--- src/rtl/us_delay_arbiter.sv ---
// us_delay_arbiter: four requesters share one microsecond prescaler and one
// delay down-counter. Grants are round-robin. After the granted delay has
// elapsed, the owner gets a single-cycle completion pulse.
// Optional feature: define US_DELAY_ARBITER_ABORT_EN to add the abort input
// and the aborted output.
module us_delay_arbiter #(
    parameter int unsigned CLK_PER_US = 20,
    parameter int unsigned DLY_W      = 8
) (
    input  logic               clk,
    input  logic               rst,
    input  logic [3:0]         req,
    input  logic [4*DLY_W-1:0] dly_us,
`ifdef US_DELAY_ARBITER_ABORT_EN
    input  logic               abort,
    output logic               aborted,
`endif
    output logic [3:0]         ack,
    output logic [3:0]         done,
    output logic               busy,
    output logic [1:0]         owner,
    output logic               us_tick
);

    localparam int unsigned PRE_W = (CLK_PER_US > 1) ? $clog2(CLK_PER_US) : 1;
    localparam logic [PRE_W-1:0] PRE_LAST = PRE_W'(CLK_PER_US - 1);

    typedef enum logic [1:0] {
        IDLE  = 2'd0,
        COUNT = 2'd1,
        DONE  = 2'd2
    } state_t;

    state_t           state_q, state_d;
    logic [PRE_W-1:0] pre_q, pre_d;
    logic [DLY_W-1:0] cnt_q, cnt_d;
    logic [1:0]       owner_q, owner_d;
    logic [1:0]       last_q, last_d;
    logic [3:0]       ack_q, ack_d;
    logic [3:0]       done_q, done_d;
    logic             tick_q, tick_d;
`ifdef US_DELAY_ARBITER_ABORT_EN
    logic             aborted_q, aborted_d;
`endif

    logic             grant_valid;
    logic [1:0]       grant_idx;

    // Round-robin pick: the search starts at the requester after the last owner
    always_comb begin
        grant_valid = 1'b0;
        grant_idx   = 2'd0;
        for (int unsigned off = 1; off <= 4; off++) begin
            if (!grant_valid && req[last_q + off[1:0]]) begin
                grant_valid = 1'b1;
                grant_idx   = last_q + off[1:0];
            end
        end
    end

    // Next-state and registered-output logic for the IDLE/COUNT/DONE sequence
    always_comb begin
        state_d   = state_q;
        pre_d     = pre_q;
        cnt_d     = cnt_q;
        owner_d   = owner_q;
        last_d    = last_q;
        ack_d     = '0;
        done_d    = '0;
        tick_d    = 1'b0;
`ifdef US_DELAY_ARBITER_ABORT_EN
        aborted_d = 1'b0;
`endif
        case (state_q)
            IDLE: begin
                if (grant_valid) begin
                    state_d          = COUNT;
                    cnt_d            = dly_us[grant_idx*DLY_W +: DLY_W];
                    pre_d            = '0;
                    owner_d          = grant_idx;
                    last_d           = grant_idx;
                    ack_d[grant_idx] = 1'b1;
                end
            end
            COUNT: begin
`ifdef US_DELAY_ARBITER_ABORT_EN
                if (abort) begin
                    state_d         = DONE;
                    done_d[owner_q] = 1'b1;
                    aborted_d       = 1'b1;
                end else
`endif
                if (cnt_q == '0) begin
                    state_d         = DONE;
                    done_d[owner_q] = 1'b1;
                end else if (pre_q == PRE_LAST) begin
                    pre_d  = '0;
                    cnt_d  = cnt_q - 1'b1;
                    tick_d = 1'b1;
                end else begin
                    pre_d = pre_q + 1'b1;
                end
            end
            DONE: begin
                state_d = IDLE;
            end
            default: begin
                state_d = IDLE;
            end
        endcase
    end

    // State and output registers with synchronous reset
    always_ff @(posedge clk) begin
        if (rst) begin
            state_q   <= IDLE;
            pre_q     <= '0;
            cnt_q     <= '0;
            owner_q   <= 2'd0;
            last_q    <= 2'd3;
            ack_q     <= '0;
            done_q    <= '0;
            tick_q    <= 1'b0;
`ifdef US_DELAY_ARBITER_ABORT_EN
            aborted_q <= 1'b0;
`endif
        end else begin
            state_q   <= state_d;
            pre_q     <= pre_d;
            cnt_q     <= cnt_d;
            owner_q   <= owner_d;
            last_q    <= last_d;
            ack_q     <= ack_d;
            done_q    <= done_d;
            tick_q    <= tick_d;
`ifdef US_DELAY_ARBITER_ABORT_EN
            aborted_q <= aborted_d;
`endif
        end
    end

    assign ack     = ack_q;
    assign done    = done_q;
    assign us_tick = tick_q;
    assign owner   = owner_q;
    assign busy    = (state_q != IDLE);
`ifdef US_DELAY_ARBITER_ABORT_EN
    assign aborted = aborted_q;
`endif

endmodule

--- config.mk ---
export PLATFORM = sky130hd
export DESIGN_NAME = us_delay_arbiter
export DESIGN_NICKNAME = d
export VERILOG_FILES = /design/src/rtl/us_delay_arbiter.sv
export SDC_FILE = /design/constraint.sdc
export NUM_CORES = 1
export LEC_CHECK = 0
export BUFFER_PORTS_ARGS = -buffer_cell sky130_fd_sc_hd__buf_4
export CORE_ASPECT_RATIO = 1.1
export CORE_UTILIZATION = 50
export CTS_CLUSTER_DIAMETER = 40
export CTS_CLUSTER_SIZE = 30
export DETAILED_ROUTE_END_ITERATION = 16
export PLACE_DENSITY = 0.79
export SLEW_MARGIN = 20
export SYNTH_ARGS = -nofsm -noshare
export SYNTH_HDL_FRONTEND = slang
export SYNTH_SLANG_ARGS = --single-unit
--- constraint.sdc ---
create_clock -name clk -period 2.4 [get_ports clk]
set_input_delay 0 -clock clk [delete_from_list [all_inputs] [get_ports clk]]
set_output_delay 0 -clock clk [all_outputs]
set_load 0.02 [all_outputs]
==> results.toml, run 1 <==
[outcome]
status = "finished, final reports clean"

[global_routing]
grt_overflow_total = 0
grt_use_total_pct = 25.1
antenna_found_initial = 0
grt_pass1_vias = 1511
grt_start_max_net_pins = 19
grt_pass1_wl_mm = 6.60

[floorplan]
rows = 20
fp.dieH_um = 60.8
core_um2 = 2880
top_level_ports = 50
dieArea_um2 = 3370
die_w_um = 55.5
initial_utilization_pct = 54.7

[route]
viasPerCell = 5.91
wl_met3_um = 245
routedWlPerCell_um = 14.9
vias = 1584
met1Wirelength_mm = 1.66
antenna_left = 0
drt_wl_total_mm = 4.01
drt_iter0_drc = 67
wl_met2_mm = 2.03
drc = 0
highest_layer = "met4"
first_pass_iters = 4

[sta]
fin_worst_skew_ns = 0.00716
final_max_slew_viol_count = 0
setup_viol = 0
worst_slew_pin_slew_ns = 0.680
max_clock_freq_mhz = 454
min_period_over_period_pct = 91.7
slew_headroom_pct = 54.3
hold_viol = 0
setup_slack_ns = 0.200
rsz0062_at_grt = "false"
finalSetupTns_ns = 0
min_period_ns = 2.20

[placement]
gp_routability_congestion = 0.749
port_buffers = 49
hpwlAfterDp_mm = 3.06
pre_cts_slack_ns = 0.134

[logic_synthesis]
postSynthAreaPerCell_um2 = 8.50
ys_ff_latch = 28
syn_inst = 185
async_flop_share_pct = 0
synthesis.nets = 226
yosys_warnings = 0
synth.distinct_cells = 46
ys.flop_type = "dfxtp_1"
syn-cell-area_um2 = 1570
synth-edff-count = 0
yosysSeqAreaShare_pct = 35.6

[setup_path]
required_ns = 2.66
cp-end-kind = "register"
cp.arrival_ns = 2.46
critical_path.max_fanout = 9
critPathKind = "reg2reg"
cp-start-kind = "register"

[cts]
tritoncts = "built"
cts_sinks = 28
cts-buffers-inserted = 3
clockBufferDepth = 2
cts_setup_buffers = 0
htree_num_levels = 1
clk_latency_ns = 0.33
root_buffer = "clkbuf_4"
clk_pin_slew_ns = 0.15

[job]
maxCapViolCount = 0

[power_and_ir_drop]
totalPowerFinal_w = 0.00161
vdd_drop_max_v = 0.000523
p_leak_nw = 0.934
power.density_nw_per_um2 = 796

[layout]
finalNetCount = 277
syn_to_final_growth_pct = 28.6
fillerInstances = 223
drive_gt1_share_pct = 28.9
n_antenna_cell = 0

[min_path]
min-delay-path-class = "in2reg"
metal layers:
metal  track usage, %  up-vias
li1                 -      780
met1             27.7      716
met2             49.1       80
met3             3.41        8
met4             11.1        0
met5                0        -
worst max-delay path, stage by stage, from the launching register on:
cell and delay [ns]:
dfxtp_1 0.43, and3b_1 0.25, or4_1 0.66, inv_1 0.27
mux2_2 0.37, o21ai_0 0.15
cell families after synthesis:
| logic type | count (synthesis) | share of synthesized area, % |
|---|---|---|
| flops | 28 | 35.6 |
| mux | 17 | 11.2 |
| xor+xnor | 5 | 2.78 |
| simple gates | 71 | 24.7 |
| compound gates | 44 | 18.4 |
| buf+inv | 17 | 4.93 |
| fa+ha+maj | 3 | 2.39 |
cell usage after synthesis (all sizes together) (2+ instances only):
library cell | instances | area [um2]
a21oi | 10 | 50.1
a221oi | 2 | 17.5
a31oi | 2 | 12.5
a32o | 2 | 20.0
and3 | 3 | 18.8
and3b | 2 | 17.5
buf | 3 | 23.8
clkbuf | 5 | 20.0
dfxtp | 28 | 561
ha | 3 | 37.5
inv | 9 | 33.8
mux2 | 5 | 56.3
mux2i | 12 | 120
nand2 | 10 | 37.5
nand2b | 5 | 31.3
nand3 | 4 | 20.0
nand4 | 2 | 12.5
nor2 | 17 | 66.3
nor2b | 2 | 12.5
nor3 | 11 | 55.1
nor3b | 3 | 22.5
nor4 | 4 | 25.0
o211ai | 3 | 32.5
o21ai | 14 | 70.1
o22ai | 5 | 31.3
or3b | 2 | 17.5
or4 | 3 | 27.5
xor2 | 4 | 35.0
path summary, 6_finish.rpt:
path / start / endpoint / slack, ns / cells past startpoint
hold / removal: req[0] / ack[0] / 0.02 / 3
setup reg to reg: last_q[1] / cnt_q[1] / 0.20 / 5
setup / recovery: last_q[1] / cnt_q[1] / 0.20 / 5
hold reg to reg: owner[1] / done[2] / 0.51 / 2
cell type report:
cell class | count | area, um2 | area share [%]
inverter | 9 | 33.8 | 1.67
sequential | 28 | 561 | 27.7
multi-input combinational | 140 | 937 | 46.3
tap | 33 | 41.3 | 2.04
clock buffer | 4 | 36.3 | 1.79
timing repair buffer | 54 | 413 | 20.4
placed cells by master, fill, tap and decap left out, types with 2 or more instances in the layout:
master | Yosys | final
nor4_1 | 4 | 4
o22ai_1 | 5 | 5
mux2_2 | 5 | 5
buf_4 | 1 | 51
nand3_1 | 4 | 4
inv_1 | 9 | 9
dfxtp_1 | 28 | 28
nor3b_1 | 3 | 3
nand4_1 | 2 | 2
a221oi_1 | 2 | 2
dlygate4sd3_1 | 0 | 3
o21ai_0 | 14 | 14
nor2_1 | 16 | 16
nand2_1 | 10 | 9
nor3_1 | 11 | 11
clkbuf_4 | 0 | 3
and3b_1 | 2 | 2
mux2i_1 | 12 | 12
a31oi_1 | 2 | 2
xor2_1 | 4 | 4
o211ai_2 | 2 | 2
nor2b_1 | 2 | 2
a21oi_1 | 10 | 10
a32o_1 | 2 | 2
and3_1 | 3 | 3
ha_1 | 3 | 3
nand2b_1 | 5 | 5
what timing repair did:
item / CTS / global route
resized for setup: 0 / 1
hold endpoints to repair: 10 / 0
hold buffers: 3 / 0
endpoints found under the setup margin: 0 / 6
power breakdown:
part           leakage [nW]  internal (W)  switching (W)
sequential            0.229      0.000547      0.0000935
combinational         0.683      0.000330       0.000406
clock                0.0210     0.0000930       0.000141
per-stage QoR:
| step | hold WS [ns] | utilization, % | cell area (um2) | instances |
|---|---|---|---|---|
| CTS | 0.00689 | 70.2 | 2020 | 268 |
| floorplan | 0.208 | - | 1570 | 185 |
| global route | 0.0181 | 70.3 | 2020 | 268 |
| global placement | 0.316 | 67.9 | 1950 | 261 |
| finish | 0.0157 | 70.3 | 2020 | 268 |
| detailed placement | 0.321 | 67.9 | 1950 | 261 |
registers in the layout (all words and copies together), names as in the netlist:
| name | flops |
|---|---|
| ack | 4 |
| last_q | 2 |
| cnt_q | 8 |
| state_q | 2 |
| done | 4 |
| owner | 2 |
| pre_q | 5 |
| us_tick | 1 |
(Power assumes the default switching activity.)
==> run 2: changes to the inputs <==
Settings changed: CORE_UTILIZATION 50 to 52, CTS_BUF_LIST from default to sky130_fd_sc_hd__clkbuf_4, PLACE_DENSITY 0.79 to 0.81.
==> results.toml, run 2 (synthesis gave the netlist of run 1 again) <==
[setup_path]
timing.rr.end = "cnt_q[0]"
cp.arrival_ns = 2.45
regToRegSetupSlack_ns = 0.23
required_ns = 2.68
critical_path.max_fanout = 14
reg2reg_depth = 8
critPathKind = "reg2reg"
cp-start-kind = "register"
cp-end-kind = "register"
r2r_start = "cnt_q[0]"

[sta]
finalSetupTns_ns = 0
fin_worst_skew_ns = 0.00314
min_period_over_period_pct = 90.5
hold_viol = 0
rsz0062_at_grt = "false"
slew_headroom_pct = 55.3
min_period_ns = 2.17
setup_viol = 0
worst_slew_pin_slew_ns = 0.666
setup_slack_ns = 0.227
max_clock_freq_mhz = 460
final_max_slew_viol_count = 0
hold_ws_ns = 0.0496

[cts]
cts_sinks = 28
clk_pin_slew_ns = 0.14
root_buffer = "clkbuf_4"
cts_setup_buffers = 0
clockBufferDepth = 2
htree_num_levels = 1
cts-buffers-inserted = 3
tritoncts = "built"
clk_latency_ns = 0.33

[min_path]
hp-start = "dly_us[2]"
worstHoldEndpoint = "cnt_q[2]"
min-delay-path-class = "in2reg"
whs_path_depth = 4

[route]
vias = 1549
first_pass_iters = 4
antenna_left = 0
routedWlPerCell_um = 14.3
drt_iter0_drc = 34
drt_wl_total_mm = 3.82
drc = 0
viasPerCell = 5.78

[floorplan]
dieArea_um2 = 3250
die_w_um = 54.4
top_level_ports = 50
fp.dieH_um = 59.7
core_um2 = 2830
rows = 20
initial_utilization_pct = 55.6

[global_routing]
grt_pass1_vias = 1403
grt_overflow_total = 0
grt_start_max_net_pins = 19
antenna_found_initial = 0
grt_use_total_pct = 26.3
grt_pass1_wl_mm = 6.13

[layout]
finalNetCount = 277
final_cell_mix = "buf_4, dfxtp_1, nor2_1"
layout_commonest_cell = "buf_4"
largest-register = "cnt_q"
n_antenna_cell = 0
largest_reg_flops = 8
syn_to_final_growth_pct = 27.9
top_regs = "cnt_q (8), pre_q (5)"
drive_gt1_share_pct = 28.5

[power_and_ir_drop]
p_leak_nw = 0.928
vdd_drop_max_v = 0.000544
power.density_nw_per_um2 = 774

[placement]
pre_cts_slack_ns = 0.118
gp_routability_congestion = 0.843
hpwlAfterDp_mm = 2.98
port_buffers = 49

[outcome]
status = "finished, final reports clean"

[job]
maxCapViolCount = 0
## run 2: per-stage QoR
step / power, W / instances / cell area [um2] / util, %
2_1_floorplan: 0.00117 / 185 / 1570 / -
3_3_place_gp: 0.00133 / 261 / 1950 / 69.1
3_5_place_dp: 0.00135 / 261 / 1950 / 69.1
4_1_cts: 0.00156 / 268 / 2010 / 71.1
5_1_grt: 0.00167 / 268 / 2010 / 71.2
6_report: 0.00156 / 268 / 2010 / 71.2
## run 2: worst max-delay path by stage
stage	startpoint	to	slack, ns
after global routing	cnt_q[0]	cnt_q[0]	0.06
after CTS	cnt_q[0]	cnt_q[3]	0.10
after detailed placement	cnt_q[0]	cnt_q[3]	0.12
after global placement	cnt_q[0]	cnt_q[0]	0.25
final	cnt_q[0]	cnt_q[0]	0.23
after floorplan	last_q[1]	cnt_q[4]	0.47
## run 2: report_power, final
group	total (W)	switching, W	leakage [nW]	internal [W]
clock	0.000200	0.000139	0.0154	0.0000612
sequential	0.000638	0.0000910	0.229	0.000547
combinational	0.000720	0.000390	0.683	0.000330
total	0.00156	0.000620	0.928	0.000938
## run 2: routing by layer
layer / vias up / global-route usage (%) / share of wire [%]
met5: - / 0 / 0
met2: 56 / 44.9 / 51
met1: 703 / 32.3 / 43
met4: 0 / 11.4 / 1.9
li1: 781 / - / -
met3: 9 / 3.56 / 4.6
## run 2: layout make-up
cell class / instances / area, um2
Timing Repair Buffer: 54 / 413
Tap cell: 33 / 41.3
Sequential cell: 28 / 561
Clock buffer: 3 / 22.5
Inverter: 9 / 33.8
Clock inverter: 1 / 3.75
Fill cell: 220 / 816
Multi-Input combinational cell: 140 / 937
## run 2: repair_timing
| action | CTS | global route |
|---|---|---|
| setup endpoints to repair | 0 | 5 |
| endpoints found under the hold margin | 11 | 0 |
| hold buffers | 3 | 0 |
| resized for setup | 0 | 1 |
## run 2: critical path, stage by stage (launching register included)
cell      delay (ns)
dfxtp_1         0.37
inv_1           0.12
ha_1            0.15
or3b_2          0.47
o211ai_2        0.31
nand2_2         0.24
mux2i_1         0.23
a221oi_1        0.07
a21oi_1         0.16
==> run 3: changes to the inputs <==
Settings changed: GPL_TIMING_DRIVEN from default to 0.
==> results.toml, run 3 (synthesis gave the netlist of run 1 again) <==
[power_and_ir_drop]
vdd_drop_max_v = 0.000491
p_leak_nw = 0.928
totalPowerFinal_w = 0.00161
power.density_nw_per_um2 = 791

[floorplan]
fp.dieH_um = 59.7
initial_utilization_pct = 55.6
core_um2 = 2830
rows = 20
dieArea_um2 = 3250
die_w_um = 54.4
top_level_ports = 50

[placement]
port_buffers = 48
placed_cells = 266
gp_routability_congestion = 0.836
hpwlAfterDp_mm = 3.10

[route]
drt_iter0_drc = 70
drt_wl_total_mm = 4.03
first_pass_iters = 4
routedWlPerCell_um = 14.8
antenna_left = 0
drc = 0
vias = 1625
viasPerCell = 5.97

[setup_path]
critPathKind = "reg2reg"
critical_path.max_fanout = 10
required_ns = 2.63
cp.arrival_ns = 2.47
cp-start-kind = "register"
cp-end-kind = "register"

[cts]
tritoncts = "built"
cts-buffers-inserted = 3
clk_latency_ns = 0.34
clk_pin_slew_ns = 0.15
cts_sinks = 28
root_buffer = "clkbuf_4"
clockBufferDepth = 2
htree_num_levels = 1
cts_setup_buffers = 0

[global_routing]
grt_overflow_total = 0
antenna_found_initial = 0
grt_pass1_vias = 1464
grt_pass1_wl_mm = 6.56
grt_use_total_pct = 28.2
grt_start_max_net_pins = 16

[layout]
final_cell_mix = "buf_4, dfxtp_1, nor2_1"
top_regs = "cnt_q (8), pre_q (5)"
largest-register = "cnt_q"
final_util_pct = 71.8
n_antenna_cell = 0
syn_to_final_growth_pct = 29.0
fillerInstances = 214
final_cells = 272
largest_reg_flops = 8
finalNetCount = 281
layout_commonest_cell = "buf_4"
drive_gt1_share_pct = 28.0

[job]
maxCapViolCount = 0

[min_path]
min-delay-path-class = "in2reg"

[sta]
min_period_ns = 2.24
finalSetupTns_ns = 0
worst_slew_pin_slew_ns = 0.675
min_period_over_period_pct = 93.3
hold_viol = 0
slew_headroom_pct = 54.6
final_max_slew_viol_count = 0
setup_viol = 0
fin_worst_skew_ns = 0.00230
max_clock_freq_mhz = 446
rsz0062_at_grt = "false"

[outcome]
status = "finished, final reports clean"
[run 3: cell types whose count changed in the layout (fill, tap and decap cells not counted), sizes merged]
cell | before | now
dlygate4sd3 | 3 | 2
clkbuf | 3 | 8
[run 3: repair_timing]
action                                 in CTS  in global routing
endpoints found under the hold margin       1                  0
hold buffers                                2                  0
setup endpoints to repair                   0                  3
gates resized for setup                     0                  1
[run 3: power breakdown]
| part | internal [W] | total [W] | switching [W] | leakage, nW |
|---|---|---|---|---|
| Combinational | 0.000341 | 0.000770 | 0.000429 | 0.683 |
| Clock | 0.0000613 | 0.000205 | 0.000143 | 0.0154 |
| Sequential | 0.000547 | 0.000631 | 0.0000838 | 0.229 |
| Total | 0.000949 | 0.00161 | 0.000656 | 0.928 |
[run 3: final cells by class]
type / instances / area (um2) / share of cell area (%)
inverters: 9 / 33.8 / 1.66
multi-input cells: 140 / 943 / 46.5
plain buffers: 8 / 43.8 / 2.16
repair buffers: 50 / 380 / 18.7
clock buffers: 3 / 22.5 / 1.11
clock inverters: 1 / 3.75 / 0.185
flip-flops and latches: 28 / 561 / 27.6
well taps: 33 / 41.3 / 2.03
[run 3: critical path, stage by stage (launching register included)]
cell      delay, ns
dfxtp_1        0.38
inv_1          0.11
ha_1           0.14
or3b_2         0.50
o211ai_4       0.28
nand2_1        0.18
buf_2          0.22
o21ai_0        0.22
a31oi_1        0.09
[run 3: metrics by stage]
| stage | cell area [um2] | setup WS, ns | hold slack (ns) |
|---|---|---|---|
| floorplan | 1570 | 0.472 | 0.208 |
| global placement | 1970 | 0.196 | 0.306 |
| detailed placement | 1970 | 0.171 | 0.328 |
| CTS | 2020 | 0.144 | 0.0345 |
| global route | 2030 | 0.0108 | 0.0552 |
| finish | 2030 | 0.160 | 0.0436 |
[run 3: layer usage]
layer	vias to the layer above	share of wire (%)	global-route usage (%)
li1	788	-	-
met1	754	41	34.6
met2	70	51	48.4
met3	13	5.6	3.31
met4	0	2.8	12.1
met5	-	0	0
[run 3: final timing paths]
path,endpoint,startpoint,slack (ns),cells past startpoint
hold reg to reg,pre_q[1],pre_q[1],0.51,2
setup reg to reg,cnt_q[7],cnt_q[0],0.16,8
setup / recovery,cnt_q[7],cnt_q[0],0.16,8
hold / removal,ack[0],req[0],0.04,3
